**src/rtl/multicycle_control_pkg.sv**
```systemverilog
// Shared encodings for the multicycle control unit: opcodes, states, mux selects.
package multicycle_control_pkg;

  // RV32I subset opcodes (7-bit, zero-extended at point of use)
  localparam logic [6:0] OPC_LOAD   = 7'b0000011;
  localparam logic [6:0] OPC_STORE  = 7'b0100011;
  localparam logic [6:0] OPC_RTYPE  = 7'b0110011;
  localparam logic [6:0] OPC_OPIMM  = 7'b0010011;
  localparam logic [6:0] OPC_BRANCH = 7'b1100011;
  localparam logic [6:0] OPC_JAL    = 7'b1101111;

  // FSM state encodings (visible on oState)
  localparam logic [3:0] ST_FETCH  = 4'd0;
  localparam logic [3:0] ST_DECODE = 4'd1;
  localparam logic [3:0] ST_MEMADR = 4'd2;
  localparam logic [3:0] ST_MEMRD  = 4'd3;
  localparam logic [3:0] ST_MEMWB  = 4'd4;
  localparam logic [3:0] ST_MEMWR  = 4'd5;
  localparam logic [3:0] ST_EXEC_R = 4'd6;
  localparam logic [3:0] ST_ALUWB  = 4'd7;
  localparam logic [3:0] ST_BRANCH = 4'd8;
  localparam logic [3:0] ST_EXEC_I = 4'd9;
  localparam logic [3:0] ST_JAL    = 4'd10;
  localparam logic [3:0] ST_TRAP   = 4'd15;

  // ALU operand / op / PC source selects
  localparam logic [1:0] SRCA_PC    = 2'b00;
  localparam logic [1:0] SRCA_RS1   = 2'b01;
  localparam logic [1:0] SRCA_OLDPC = 2'b10;
  localparam logic [1:0] SRCB_RS2   = 2'b00;
  localparam logic [1:0] SRCB_FOUR  = 2'b01;
  localparam logic [1:0] SRCB_IMM   = 2'b10;
  localparam logic [1:0] ALUOP_ADD  = 2'b00;
  localparam logic [1:0] ALUOP_SUB  = 2'b01;
  localparam logic [1:0] ALUOP_FUNC = 2'b10;
  localparam logic [1:0] PCSRC_ALU  = 2'b00;
  localparam logic [1:0] PCSRC_OUT  = 2'b01;

  // Bundle of combinational datapath controls
  typedef struct packed {
    logic       pc_write;
    logic       pc_write_cond;
    logic       ir_write;
    logic       iord;
    logic       mem_read;
    logic       mem_write;
    logic       reg_write;
    logic       mem_to_reg;
    logic [1:0] alu_src_a;
    logic [1:0] alu_src_b;
    logic [1:0] alu_op;
    logic [1:0] pc_source;
  } ctrl_t;

endpackage

```
**src/rtl/multicycle_control_if.sv**
```systemverilog
// Control-unit <-> datapath bundle. slave = control unit, master = datapath side.
interface multicycle_control_if #(
  parameter int OPC_WIDTH = 7,
  parameter int CNT_WIDTH = 32
);
  logic [OPC_WIDTH-1:0] iOPCODE;
  logic                 iMEM_READY;
  logic                 oPCWrite;
  logic                 oPCWriteCond;
  logic                 oIRWrite;
  logic                 oIorD;
  logic                 oMemRead;
  logic                 oMemWrite;
  logic                 oRegWrite;
  logic                 oMemtoReg;
  logic [1:0]           oALUSrcA;
  logic [1:0]           oALUSrcB;
  logic [1:0]           oALUOp;
  logic [1:0]           oPCSource;
  logic [3:0]           oState;
  logic                 oIllegal;
  logic [CNT_WIDTH-1:0] oRetired;

  modport slave (
    input  iOPCODE, iMEM_READY,
    output oPCWrite, oPCWriteCond, oIRWrite, oIorD, oMemRead, oMemWrite,
           oRegWrite, oMemtoReg, oALUSrcA, oALUSrcB, oALUOp, oPCSource,
           oState, oIllegal, oRetired
  );

  modport master (
    output iOPCODE, iMEM_READY,
    input  oPCWrite, oPCWriteCond, oIRWrite, oIorD, oMemRead, oMemWrite,
           oRegWrite, oMemtoReg, oALUSrcA, oALUSrcB, oALUOp, oPCSource,
           oState, oIllegal, oRetired
  );
endinterface

```
**src/rtl/multicycle_control_retire_counter.sv**
```systemverilog
// Wrapping retired-instruction counter; no overflow flag by design.
module mc_retire_counter #(
  parameter int WIDTH = 32
) (
  input  logic             i_clk,
  input  logic             i_rst,
  input  logic             i_inc,
  output logic [WIDTH-1:0] o_cnt
);
  logic [WIDTH-1:0] r_cnt;

  // Count retirements, wrapping modulo 2^WIDTH
  always_ff @(posedge i_clk) begin
    if (i_rst)      r_cnt <= '0;
    else if (i_inc) r_cnt <= r_cnt + WIDTH'(1);
  end

  assign o_cnt = r_cnt;
endmodule

```
**src/rtl/multicycle_control.sv**
```systemverilog
// Multicycle RV32I-subset control FSM: sequences states, stalls on memory ready,
// traps on illegal opcodes or memory timeout, counts retired instructions.
module multicycle_control
  import multicycle_control_pkg::*;
#(
  parameter int OPC_WIDTH   = 7,
  parameter int CNT_WIDTH   = 32,
  parameter int MEM_TIMEOUT = 0
) (
  input  logic                iCLK,
  input  logic                iRST,
  multicycle_control_if.slave bus
);
  localparam logic [OPC_WIDTH-1:0] L_LOAD   = OPC_WIDTH'(OPC_LOAD);
  localparam logic [OPC_WIDTH-1:0] L_STORE  = OPC_WIDTH'(OPC_STORE);
  localparam logic [OPC_WIDTH-1:0] L_RTYPE  = OPC_WIDTH'(OPC_RTYPE);
  localparam logic [OPC_WIDTH-1:0] L_OPIMM  = OPC_WIDTH'(OPC_OPIMM);
  localparam logic [OPC_WIDTH-1:0] L_BRANCH = OPC_WIDTH'(OPC_BRANCH);
  localparam logic [OPC_WIDTH-1:0] L_JAL    = OPC_WIDTH'(OPC_JAL);

  // Timeout counter only needs to hold 0..MEM_TIMEOUT-1
  localparam int            TW       = (MEM_TIMEOUT > 1) ? $clog2(MEM_TIMEOUT) : 1;
  localparam logic [TW-1:0] TMO_LAST = TW'(MEM_TIMEOUT - 1);

  logic [3:0]    r_state, w_next;
  logic          r_is_store;
  logic [TW-1:0] r_tmo;
  logic          r_illegal;
  logic          w_wait, w_tmo_hit, w_retire;
  ctrl_t         w_c;

  assign w_wait = ((r_state == ST_FETCH) || (r_state == ST_MEMRD) || (r_state == ST_MEMWR))
                  && !bus.iMEM_READY;
  assign w_tmo_hit = (MEM_TIMEOUT > 0) && w_wait && (r_tmo == TMO_LAST);

  // Final-state exits back to FETCH retire one instruction
  assign w_retire = ((r_state == ST_MEMWR) && bus.iMEM_READY) || (r_state == ST_MEMWB) ||
                    (r_state == ST_ALUWB) || (r_state == ST_BRANCH) || (r_state == ST_JAL);

  // Next-state decode; unused encodings fall into TRAP
  always_comb begin
    w_next = r_state;
    case (r_state)
      ST_FETCH:  if (bus.iMEM_READY) w_next = ST_DECODE;
      ST_DECODE: begin
        if ((bus.iOPCODE == L_LOAD) || (bus.iOPCODE == L_STORE)) w_next = ST_MEMADR;
        else if (bus.iOPCODE == L_RTYPE)  w_next = ST_EXEC_R;
        else if (bus.iOPCODE == L_OPIMM)  w_next = ST_EXEC_I;
        else if (bus.iOPCODE == L_BRANCH) w_next = ST_BRANCH;
        else if (bus.iOPCODE == L_JAL)    w_next = ST_JAL;
        else                              w_next = ST_TRAP;
      end
      ST_MEMADR: w_next = r_is_store ? ST_MEMWR : ST_MEMRD;
      ST_MEMRD:  if (bus.iMEM_READY) w_next = ST_MEMWB;
      ST_MEMWR:  if (bus.iMEM_READY) w_next = ST_FETCH;
      ST_MEMWB, ST_ALUWB, ST_BRANCH, ST_JAL: w_next = ST_FETCH;
      ST_EXEC_R, ST_EXEC_I:                  w_next = ST_ALUWB;
      default:   w_next = ST_TRAP;
    endcase
    if (w_tmo_hit) w_next = ST_TRAP;
  end

  // State register plus load/store flavour captured while the opcode is valid
  always_ff @(posedge iCLK) begin
    if (iRST) begin
      r_state    <= ST_FETCH;
      r_is_store <= 1'b0;
    end else begin
      r_state <= w_next;
      if (r_state == ST_DECODE) r_is_store <= (bus.iOPCODE == L_STORE);
    end
  end

  // Consecutive not-ready cycles within one memory state
  always_ff @(posedge iCLK) begin
    if (iRST)                                                  r_tmo <= '0;
    else if ((MEM_TIMEOUT > 0) && w_wait && (w_next == r_state)) r_tmo <= r_tmo + TW'(1);
    else                                                       r_tmo <= '0;
  end

  // Sticky trap flag, raised once the FSM sits in TRAP
  always_ff @(posedge iCLK) begin
    if (iRST)                      r_illegal <= 1'b0;
    else if (r_state == ST_TRAP)   r_illegal <= 1'b1;
  end

  mc_retire_counter #(.WIDTH(CNT_WIDTH)) u_retire (
    .i_clk (iCLK),
    .i_rst (iRST),
    .i_inc (w_retire),
    .o_cnt (bus.oRetired)
  );

  // Per-state strobes; reset forces everything quiet
  always_comb begin
    w_c = '0;
    case (r_state)
      ST_FETCH: begin
        w_c.mem_read  = 1'b1;
        w_c.alu_src_a = SRCA_PC;
        w_c.alu_src_b = SRCB_FOUR;
        w_c.alu_op    = ALUOP_ADD;
        w_c.pc_source = PCSRC_ALU;
        w_c.ir_write  = bus.iMEM_READY;
        w_c.pc_write  = bus.iMEM_READY;
      end
      ST_DECODE: begin
        w_c.alu_src_a = SRCA_OLDPC;
        w_c.alu_src_b = SRCB_IMM;
        w_c.alu_op    = ALUOP_ADD;
      end
      ST_MEMADR: begin
        w_c.alu_src_a = SRCA_RS1;
        w_c.alu_src_b = SRCB_IMM;
        w_c.alu_op    = ALUOP_ADD;
      end
      ST_MEMRD: begin
        w_c.mem_read = 1'b1;
        w_c.iord     = 1'b1;
      end
      ST_MEMWR: begin
        w_c.mem_write = 1'b1;
        w_c.iord      = 1'b1;
      end
      ST_MEMWB: begin
        w_c.reg_write  = 1'b1;
        w_c.mem_to_reg = 1'b1;
      end
      ST_EXEC_R: begin
        w_c.alu_src_a = SRCA_RS1;
        w_c.alu_src_b = SRCB_RS2;
        w_c.alu_op    = ALUOP_FUNC;
      end
      ST_EXEC_I: begin
        w_c.alu_src_a = SRCA_RS1;
        w_c.alu_src_b = SRCB_IMM;
        w_c.alu_op    = ALUOP_FUNC;
      end
      ST_ALUWB: w_c.reg_write = 1'b1;
      ST_BRANCH: begin
        w_c.alu_src_a     = SRCA_RS1;
        w_c.alu_src_b     = SRCB_RS2;
        w_c.alu_op        = ALUOP_SUB;
        w_c.pc_write_cond = 1'b1;
        w_c.pc_source     = PCSRC_OUT;
      end
      ST_JAL: begin
        w_c.pc_write  = 1'b1;
        w_c.pc_source = PCSRC_OUT;
        w_c.reg_write = 1'b1;
        w_c.alu_src_a = SRCA_OLDPC;
        w_c.alu_src_b = SRCB_FOUR;
      end
      default: w_c = '0;
    endcase
    if (iRST) w_c = '0;
  end

  assign bus.oPCWrite     = w_c.pc_write;
  assign bus.oPCWriteCond = w_c.pc_write_cond;
  assign bus.oIRWrite     = w_c.ir_write;
  assign bus.oIorD        = w_c.iord;
  assign bus.oMemRead     = w_c.mem_read;
  assign bus.oMemWrite    = w_c.mem_write;
  assign bus.oRegWrite    = w_c.reg_write;
  assign bus.oMemtoReg    = w_c.mem_to_reg;
  assign bus.oALUSrcA     = w_c.alu_src_a;
  assign bus.oALUSrcB     = w_c.alu_src_b;
  assign bus.oALUOp       = w_c.alu_op;
  assign bus.oPCSource    = w_c.pc_source;
  assign bus.oState       = r_state;
  assign bus.oIllegal     = r_illegal;
endmodule

```
**src/flat_wrapper.sv**
```systemverilog
// flat-port wrapper written by rule: the top's interface ports become plain ports
module multicycle_control_flat import multicycle_control_pkg::*;
#(
  parameter int OPC_WIDTH   = 7,
  parameter int CNT_WIDTH   = 32,
  parameter int MEM_TIMEOUT = 0
)
  (iCLK, iRST, bus_iOPCODE, bus_iMEM_READY, bus_oPCWrite, bus_oPCWriteCond, bus_oIRWrite, bus_oIorD, bus_oMemRead, bus_oMemWrite, bus_oRegWrite, bus_oMemtoReg, bus_oALUSrcA, bus_oALUSrcB, bus_oALUOp, bus_oPCSource, bus_oState, bus_oIllegal, bus_oRetired);
  multicycle_control_if #(.OPC_WIDTH(OPC_WIDTH), .CNT_WIDTH(CNT_WIDTH)) bus_i ();
  input  logic iCLK;
  input  logic iRST;
  input wire logic [$bits(bus_i.iOPCODE)-1:0] bus_iOPCODE;
  input wire logic [$bits(bus_i.iMEM_READY)-1:0] bus_iMEM_READY;
  output wire logic [$bits(bus_i.oPCWrite)-1:0] bus_oPCWrite;
  output wire logic [$bits(bus_i.oPCWriteCond)-1:0] bus_oPCWriteCond;
  output wire logic [$bits(bus_i.oIRWrite)-1:0] bus_oIRWrite;
  output wire logic [$bits(bus_i.oIorD)-1:0] bus_oIorD;
  output wire logic [$bits(bus_i.oMemRead)-1:0] bus_oMemRead;
  output wire logic [$bits(bus_i.oMemWrite)-1:0] bus_oMemWrite;
  output wire logic [$bits(bus_i.oRegWrite)-1:0] bus_oRegWrite;
  output wire logic [$bits(bus_i.oMemtoReg)-1:0] bus_oMemtoReg;
  output wire logic [$bits(bus_i.oALUSrcA)-1:0] bus_oALUSrcA;
  output wire logic [$bits(bus_i.oALUSrcB)-1:0] bus_oALUSrcB;
  output wire logic [$bits(bus_i.oALUOp)-1:0] bus_oALUOp;
  output wire logic [$bits(bus_i.oPCSource)-1:0] bus_oPCSource;
  output wire logic [$bits(bus_i.oState)-1:0] bus_oState;
  output wire logic [$bits(bus_i.oIllegal)-1:0] bus_oIllegal;
  output wire logic [$bits(bus_i.oRetired)-1:0] bus_oRetired;
  assign bus_i.iOPCODE = bus_iOPCODE;
  assign bus_i.iMEM_READY = bus_iMEM_READY;
  assign bus_oPCWrite = bus_i.oPCWrite;
  assign bus_oPCWriteCond = bus_i.oPCWriteCond;
  assign bus_oIRWrite = bus_i.oIRWrite;
  assign bus_oIorD = bus_i.oIorD;
  assign bus_oMemRead = bus_i.oMemRead;
  assign bus_oMemWrite = bus_i.oMemWrite;
  assign bus_oRegWrite = bus_i.oRegWrite;
  assign bus_oMemtoReg = bus_i.oMemtoReg;
  assign bus_oALUSrcA = bus_i.oALUSrcA;
  assign bus_oALUSrcB = bus_i.oALUSrcB;
  assign bus_oALUOp = bus_i.oALUOp;
  assign bus_oPCSource = bus_i.oPCSource;
  assign bus_oState = bus_i.oState;
  assign bus_oIllegal = bus_i.oIllegal;
  assign bus_oRetired = bus_i.oRetired;
  multicycle_control #(.OPC_WIDTH(OPC_WIDTH), .CNT_WIDTH(CNT_WIDTH), .MEM_TIMEOUT(MEM_TIMEOUT)) u_core (.iCLK(iCLK), .iRST(iRST), .bus(bus_i));
endmodule
```
**config.mk**
```make
export PLATFORM = sky130hd
export DESIGN_NAME = multicycle_control_flat
export DESIGN_NICKNAME = d
export VERILOG_FILES = /design/src/rtl/multicycle_control_pkg.sv /design/src/rtl/multicycle_control_if.sv /design/src/rtl/multicycle_control_retire_counter.sv /design/src/rtl/multicycle_control.sv /design/src/flat_wrapper.sv
export SDC_FILE = /design/constraint.sdc
export NUM_CORES = 1
export LEC_CHECK = 0
export CAP_MARGIN = 20
export CORE_ASPECT_RATIO = 0.6
export CORE_MARGIN = 2
export CORE_UTILIZATION = 40
export DETAILED_ROUTE_END_ITERATION = 7
export PLACE_DENSITY = 0.69
export SETUP_SLACK_MARGIN = 0.4
export SYNTH_ARGS = -nofsm -noshare
export SYNTH_HDL_FRONTEND = slang
export SYNTH_SLANG_ARGS = --single-unit
```
**constraint.sdc**
```tcl
create_clock -name iCLK -period 2.2 [get_ports iCLK]
set_input_delay 0.55 -clock iCLK [delete_from_list [all_inputs] [get_ports iCLK]]
set_output_delay 0.55 -clock iCLK [all_outputs]
set_load 0.01 [all_outputs]
```
Word-level counts from Yosys, hierarchy flattened --
Cells that the tools add are included.
Word-level totals: register bits 38, input bits 10, output and inout bits 53, word-level logic and storage cells 63
Operators by class: add/subtract/negate cells 1, equality and inequality tests 20, mux-type cells 22, reductions and logical operators 16
Operator list (count):
- $add 32x1->32 const B | 1
- $mux 4 | 7
- $pmux 4 s7 | 1
- $pmux 4 s5 | 1
- $eq 4x3->1 const B | 4
- $eq 4x4->1 const B | 4
- $mux 16 | 1
- $eq 7x6->1 const B | 2
- $eq 7x7->1 const B | 2
- $reduce_or 2->1 | 6
- $eq 4x2->1 const B | 2
- $mux 1 | 8
- $eq 7x2->1 const B | 1
- $eq 7x5->1 const B | 1
- $mux 3 | 2
- $ne 2x2->1 const B | 3
- $logic_or 1x1->1 | 5
- $eq 4x1->1 const B | 1
- $logic_not 4->1 | 1
- $pmux 2 s2 | 1
- $reduce_or 4->1 | 1
- $reduce_and 3->1 | 1
- $reduce_or 3->1 | 1
- $pmux 1 s2 | 1
- $logic_and 1x1->1 | 1

Longest topological paths before layout --
word-level depth 7, depth in mapped cells 7, mapped depth without buffers 5

Cells and area by module --
Synthesis repeated with hierarchy kept, for this count alone.
Unflattened totals: cell total of the unflattened synthesis 285, area, all modules 2249.7 sq um
Modules (own cells, without submodules):
- mc_retire_counter | instances 1, cells each 181, area each 1564.0 sq um, seq. area each 640.6 sq um
- multicycle_control | instances 1, cells each 104, area each 685.7 sq um, seq. area each 120.1 sq um

Worst setup path after synthesis --
OpenSTA, ideal clock, no wires.
kind register -> output, start register u_core.r_state[3] (netlist: u_core.bus.oState[3]), end output bus_oALUOp[0], arrival time 1.595 ns, path slack 0.055 ns, stages on the path, launching flop included 6, path buffers 2, cell sequence dfxtp_1 buf_4 inv_1 buf_2 nor4_1 nor2b_1
On the way: longest elaborated chain between the ends 4, elaborated cells between the ends (all ways) 6
Ends and longest elaborated chain:
- start: declaration | RTL line multicycle_control.sv:25 | logic [3:0] r_state, w_next;
- start signal: assignment | RTL line multicycle_control.sv:69 | r_state <= w_next;
- $eq 4x3->1 or $eq 4x4->1 (tied branches) | RTL line multicycle_control.sv:97 | case (r_state)
- $reduce_or 2->1 (no line)
- $pmux 2 s2 (*) | RTL line multicycle_control.sv:97
- $mux 16 (*) | RTL line multicycle_control.sv:156 | if (iRST) w_c = '0;
- end: declaration | RTL line flat_wrapper.sv:24 | output wire logic [$bits(bus_i.oALUOp)-1:0] bus_oALUOp;
Mark *: on every way between the ends. The rest lies on a longest branch, timed or not.

Worst setup path in the final report --
start register u_core.r_state[3] (netlist: u_core.bus.oState[3]), end output bus_oPCWrite
On the way: longest elaborated chain between the ends 3, elaborated cells between the ends (all ways) 4
Ends and longest elaborated chain:
- $eq 4x4->1 or $logic_not 4->1 (tied branches) | RTL line multicycle_control.sv:97
- $pmux 1 s2 (*) | RTL line multicycle_control.sv:97
- $mux 16 (*) | RTL line multicycle_control.sv:156
- end: declaration | RTL line flat_wrapper.sv:14 | output wire logic [$bits(bus_i.oPCWrite)-1:0] bus_oPCWrite;
Marks and branches as above.

==> flow_summary.toml <==
[outcome]
status = "finished clean"

[floorplanning]
pin_count = 63
die_height_um = 61.6
start_util_pct = 42.5
die_area_sq_um = 6170
die_w_um = 100
rows = 20
core_sq_um = 5200

[min_path]
holdCritStartpoint = "u_core.r_is_store$_SDFFE_PP0P_"
min_to = "u_core.r_is_store$_SDFFE_PP0P_"
whs_path_depth = 2
hold_path.class = "register to register"

[yosys]
synth_fp_nets = 304
synth_area_leader_cell = "dfxtp_1"
synth_top_area_share_pct = 34.4
yosysSeqAreaShare_pct = 34.4
syn_inst = 293
async_reset_ff_share_pct = 0
synth_edf_count = 0
synth.most_common_cell = "dfxtp_1"
ys_dominant_reg_cell = "dfxtp_1"
ys_ff_latch = 38
synth_common_cells = "dfxtp_1, nor2_1, a21oi_1"
synthTopCellsByArea = "dfxtp_1, a21oi_1, nor2_1, or3_1, o21ai_0"
post_synth.cell_area_avg_sq_um = 7.56
synth_warnings = 0
synth_area_sq_um = 2210
netlist-cell-type-count = 48

[critical_path]
crit_path_top_delay_cell = "dfxtp_4"
r2r_end = "u_core.u_retire.o_cnt[19]$_SDFFE_PP0P_"
critPathRequiredTime_ns = 1.65
cp_top_family = "simple AND/OR/NAND/NOR gates"
cp_cell_sequence = "buf_4 -> nor3_2 -> a21oi_1 -> nor4_1 -> buf_2"
r2r_slack_ns = 0.22
r2r-start = "u_core.bus.oState[0]$_SDFFE_PP0P_"
cp-start-kind = "register"
r2r_cells = 7
crit_path_max_fanout = 8
cp_slowest_stage_delay_ns = 0.37
path_buf_inv = 2
worstSetupPathType = "register to output port"
cp-end-kind = "output port"
cp.arrival_ns = 1.60

[cts]
cts_hold_buf = 0
clock-sinks = 38
htreeDepth = 2
numCtsBuffers = 5
clkLatencyLatePin_ns = 0.30
cts_root_buffer = "clkbuf_8"
clk_pin_slew_ns = 0.08
cts_tree = "yes"
clk_path_buf_depth = 2

[final_layout]
syn2layout_area_growth_pct = 77.7
drive_above_1_share_pct = 41.9
antenna_cells = 0
n_fill_cell = 345
multi_input_area_sq_um = 1720
final_nets = 416
final_cell_area_sq_um = 3940
layout.area.seq_sq_um = 808

[drt]
dr.pass1.iters = 5
ant_nets = 0
routed_wl_um = 8980
wl_per_cell_um = 19.0
via_per_inst = 6.09
drc_errors = 0
dr_total_vias = 2875
drt_first_iter_violations = 282

[timing]
rsz0062_at_grt = "true"
fmax_ghz = 0.464
slew_violations = 0
setup_ws_ns = 0.0463
setup_viol = 0
tns_ns = 0
min_period_over_period_pct = 97.9
period_needed_ns = 2.15
hold_violations = 0
final.setup_skew_ns = 0.0105

[placed_design]
hpwlAfterDp_um = 4730
numPortBuffers = 61
gp_congestion = 0.838
place_area_sq_um = 3180
dp_slack_ns = -0.450

[global_routing]
grt_pass1_wl_um = 11800
grtUsageMet1_pct = 33.2
grt-ovfl-total = 0
grt_pass1_vias = 2412
grtUsageMet3_pct = 7.04
grt_start_max_net_pins = 31
grt_usage_pct = 24.8
met2_usage_pct = 40.4
grt.busiest_layer = "met2"
antenna_found_initial = 0

[power]
power.density_nw_per_um2 = 972
leakage_nw = 1.84
ir_worst_vdd_v = 0.000658

[job]
cap_viol_max_count = 0
[sequential cells by signal, summed over array words and instances (netlist names)]
register,cells
u_core.u_retire.o_cnt,32
u_core.r_is_store,1
u_core.bus.oIllegal,1
u_core.bus.oState,4
[stage by stage]
step / hold slack (ns) / power [mW] / util, % / instances
final: 0.479 / 3.83 / 75.6 / 472
after global routing: 0.509 / 3.95 / 75.6 / 472
after CTS: 0.474 / 3.30 / 68.4 / 464
after detailed placement: 0.461 / 2.27 / 61.1 / 435
after global placement: 0.446 / 2.27 / 61.1 / 435
after floorplan: 0.432 / 1.61 / - / 293
[cell families after synthesis]
family	count (synthesis)	synth area share, %
DFF	38	34.4
and+or+nand+nor	136	32.4
muxes	3	1.47
xor gates and xnor gates	15	5.93
adders and majority gates	1	0.565
AOI/OAI and AO/OA	73	19.9
buffers and inverters	26	5.14
other	1	0.169
[worst max path at each step]
stage                                                  end  cells after the start  slack [ns]                         startpoint
finish                                        bus_oPCWrite                      5        0.05  u_core.bus.oState[3]$_SDFFE_PP0P_
global route                                  bus_oPCWrite                      5        0.01  u_core.bus.oState[3]$_SDFFE_PP0P_
CTS                                           bus_oIRWrite                      4        0.25  u_core.bus.oState[3]$_SDFFE_PP0P_
detailed placement                            bus_oPCWrite                      6       -0.45                     bus_iMEM_READY
global placement                              bus_oPCWrite                      6       -0.40                     bus_iMEM_READY
floorplan           u_core.u_retire.o_cnt[26]$_SDFFE_PP0P_                      7        0.25                     bus_iMEM_READY
[repair_timing]
item                                    CTS  global route
cloned                                    1             2
setup buffers                            20             6
gates resized for setup                 131            75
endpoints found under the setup margin   75            66
pin swaps                                16            28
[power breakdown]
| group | leakage (nW) | switching [mW] | total (mW) | internal [mW] |
|---|---|---|---|---|
| Combinational | 1.45 | 1.11 | 2.22 | 1.11 |
| Sequential | 0.321 | 0.101 | 0.849 | 0.748 |
| Clock | 0.0714 | 0.275 | 0.759 | 0.484 |
[tightest hold or removal path, cell delays in order, from the launching register on]
cell and delay [ns]:
dfxtp_1 0.33, nand2_1 0.06, a21oi_1 0.05
[cells in the final DEF, fill, tap and decap left out, drive strengths merged, types with 9 or more instances in the layout]
master,count
buf,80
dfxtp,38
nor2,31
a21oi,30
nand2,22
dlymetal6s2s,21
o21ai,20
or3,17
nor3,16
clkdlybuf4s50,15
nand4,12
nand3,11
xnor2,9
[per-layer routing]
| layer | vias up | part of all wire [%] |
|---|---|---|
| met4 | 0 | 2.6 |
| met2 | 160 | 47 |
| met1 | 1379 | 43 |
| met5 | - | 0 |
| met3 | 34 | 7.3 |
| li1 | 1302 | - |
[final cells by class]
type	count	share of cell area, %
clock buffers	6	2.10
clock inverters	2	1.53
inverters	5	0.540
multi-input cells	230	43.6
flip-flops and latches	38	20.5
well taps	66	2.10
repair buffers	125	29.6
No activity file was read; power rests on OpenSTA's default activity.
==> RTL edit: new RTL, config.mk and constraints unchanged <==
`OPC_WIDTH` is set to 7 in 3 places; all go to 9.
--- a/src/rtl/multicycle_control_if.sv
+++ b/src/rtl/multicycle_control_if.sv
@@ -2,3 +2,3 @@
 interface multicycle_control_if #(
-  parameter int OPC_WIDTH = 7,
+  parameter int OPC_WIDTH = 9,
   parameter int CNT_WIDTH = 32
--- a/src/rtl/multicycle_control.sv
+++ b/src/rtl/multicycle_control.sv
@@ -5,3 +5,3 @@
 #(
-  parameter int OPC_WIDTH   = 7,
+  parameter int OPC_WIDTH   = 9,
   parameter int CNT_WIDTH   = 32,
--- a/src/flat_wrapper.sv
+++ b/src/flat_wrapper.sv
@@ -3,3 +3,3 @@
 #(
-  parameter int OPC_WIDTH   = 7,
+  parameter int OPC_WIDTH   = 9,
   parameter int CNT_WIDTH   = 32,
Ports: changed (resized bus_iOPCODE); port bits go from 63 to 65. The function was not compared with the original's and may differ.
==> RTL edit against the original RTL <==
- total power fell by 0.88%
- worst setup slack improved by 0.0029 ns
- synthesized area rose by 0.56%
- sequential cell count did not move
- via count fell by 2.9%
- global-route usage rose by 2.2 points
- wire length fell by 2.3%
- count of clock-buffer cells in the layout rose by 1
- design area rose by 1.9%
==> RTL edit: results (changes against the original RTL) <==
Switching Share - 0.398 (+0.00913)
DR iter-0 viols - 332 (+18%)
CP Capture Point - bus_oALUSrcA[1]
Worst R2R Setup Slack - 0.09 ns (-0.13 ns)
Drt pass-1 iters - 7 (+2)
# nets final - 417 (+0.24%)
Mux cell area share after synthesis - 0.00899 (-0.00570)
Depth of the most critical reg-to-reg path - 8 (+1)
Syn nets - 302 (-0.66%)
Reg2reg end - u_core.u_retire.o_cnt[29]
Adder-cell share of the synthesized area - 0.00562 (-0.0000317)
Placer Congestion - 0.857 (+2.2%)
Worst Path Max Fanout - 4 (-4)
Status - completed
Global-route wire length before repair - 13000 um (+9.5%)
DP Wirelength - 4970 um (+5.2%)
Critical Path Source - u_core.bus.oState[1]
Leakage - 1.90 nW (+3.3%)
Tot GR Track Use - 0.270 (+0.0219)
Layout Skew - 0.00883 ns (-0.00163 ns)
Largest net degree at the start of global routing - 34 (+9.7%)
Port Buffers - 63 (+3.3%)
Peak supply drop - 0.594 mV (-9.7%)
Setup WS pre-CTS - -0.403 ns (+0.0472 ns)
Mapped Cells - 289 (-1.4%)
Compound-Gate Fraction of Synth Area - 0.216 (+0.0169)
Routed wire length - 8770 um (-2.3%)
Placed cells - 433 (-0.46%)
Top cells by count, synth - dfxtp_1, nor2_1, a21oi_1
Fraction of layout cells with a size suffix above 1 - 0.405 (-0.0138)
## RTL edit: changes by cell type after synthesis, sizes merged, moves of 5 or more
| cell | unedited run | this run |
|---|---|---|
| o2111ai | 2 | 7 |
| xor2 | 6 | 16 |
| xnor2 | 9 | 3 |
| a21oi | 30 | 24 |
## RTL edit: through the flow
stage	power (mW)	utilization	cell area (um^2)
3_5_place_dp	2.20	0.610	3170
4_1_cts	3.31	0.707	3680
3_3_place_gp	2.19	0.610	3170
5_1_grt	3.95	0.771	4010
6_report	3.79	0.771	4010
2_1_floorplan	1.58	-	2280
## RTL edit: metal layers
layer	global-route usage	up-vias	routed length, um
met5	0	-	0
met4	0.0665	0	178
met3	0.0794	24	811
met2	0.411	177	3860
met1	0.382	1305	3920
li1	-	1287	-
## RTL edit: final cells by class
| cell class | count | area [um^2] | share of cell area |
|---|---|---|---|
| well taps | 66 | 82.6 | 0.0206 |
| flip-flops and latches | 38 | 786 | 0.196 |
| clock buffers | 7 | 76.3 | 0.0190 |
| clock inverters | 1 | 30.0 | 0.00748 |
| repair buffers | 127 | 1240 | 0.308 |
| inverters | 7 | 33.8 | 0.00842 |
| multi-input cells | 225 | 1770 | 0.440 |
## RTL edit: worst min-delay path by stage
stage                                          from                         to  slack [ns]  depth (start not counted)
final                     u_core.u_retire.o_cnt[31]  u_core.u_retire.o_cnt[31]        0.48                          2
after floorplan                   u_core.r_is_store          u_core.r_is_store        0.45                          2
after detailed placement  u_core.u_retire.o_cnt[31]  u_core.u_retire.o_cnt[31]        0.47                          2
after global routing      u_core.u_retire.o_cnt[31]  u_core.u_retire.o_cnt[31]        0.53                          2
after CTS                 u_core.u_retire.o_cnt[31]  u_core.u_retire.o_cnt[31]        0.49                          2
after global placement    u_core.u_retire.o_cnt[31]  u_core.u_retire.o_cnt[31]        0.47                          2
## RTL edit: logic make-up after synthesis
kind of cell,Yosys count
AND/OR/NAND/NOR,125
AO/OA/AOI/OAI,75
flip-flops,38
buffers and inverters,28
XOR/XNOR,19
multiplexers,2
adder cells (fa/ha/maj),1
other,1
## RTL edit: worst register-to-register path, cell delays in order (launching register included)
cell and delay, ns:
dfxtp_4 0.36, buf_6 0.13, buf_6 0.12, or2_4 0.23, a211oi_4 0.30, buf_6 0.15
o211ai_4 0.13, or4_4 0.46, a21oi_1 0.15
## RTL edit: power by group through the flow
stage,clock network (mW),logic (mW),registers [mW]
2_1_floorplan,0,0.782,0.803
3_3_place_gp,0,1.39,0.796
3_5_place_dp,0,1.40,0.796
4_1_cts,0.607,1.90,0.803
5_1_grt,0.622,2.50,0.820
6_report,0.600,2.38,0.815
## RTL edit: what timing repair did
item	in CTS	in global routing
pin swaps	35	37
setup buffers	17	10
setup endpoints to repair	73	72
gates cloned	3	0
resized for setup	159	71
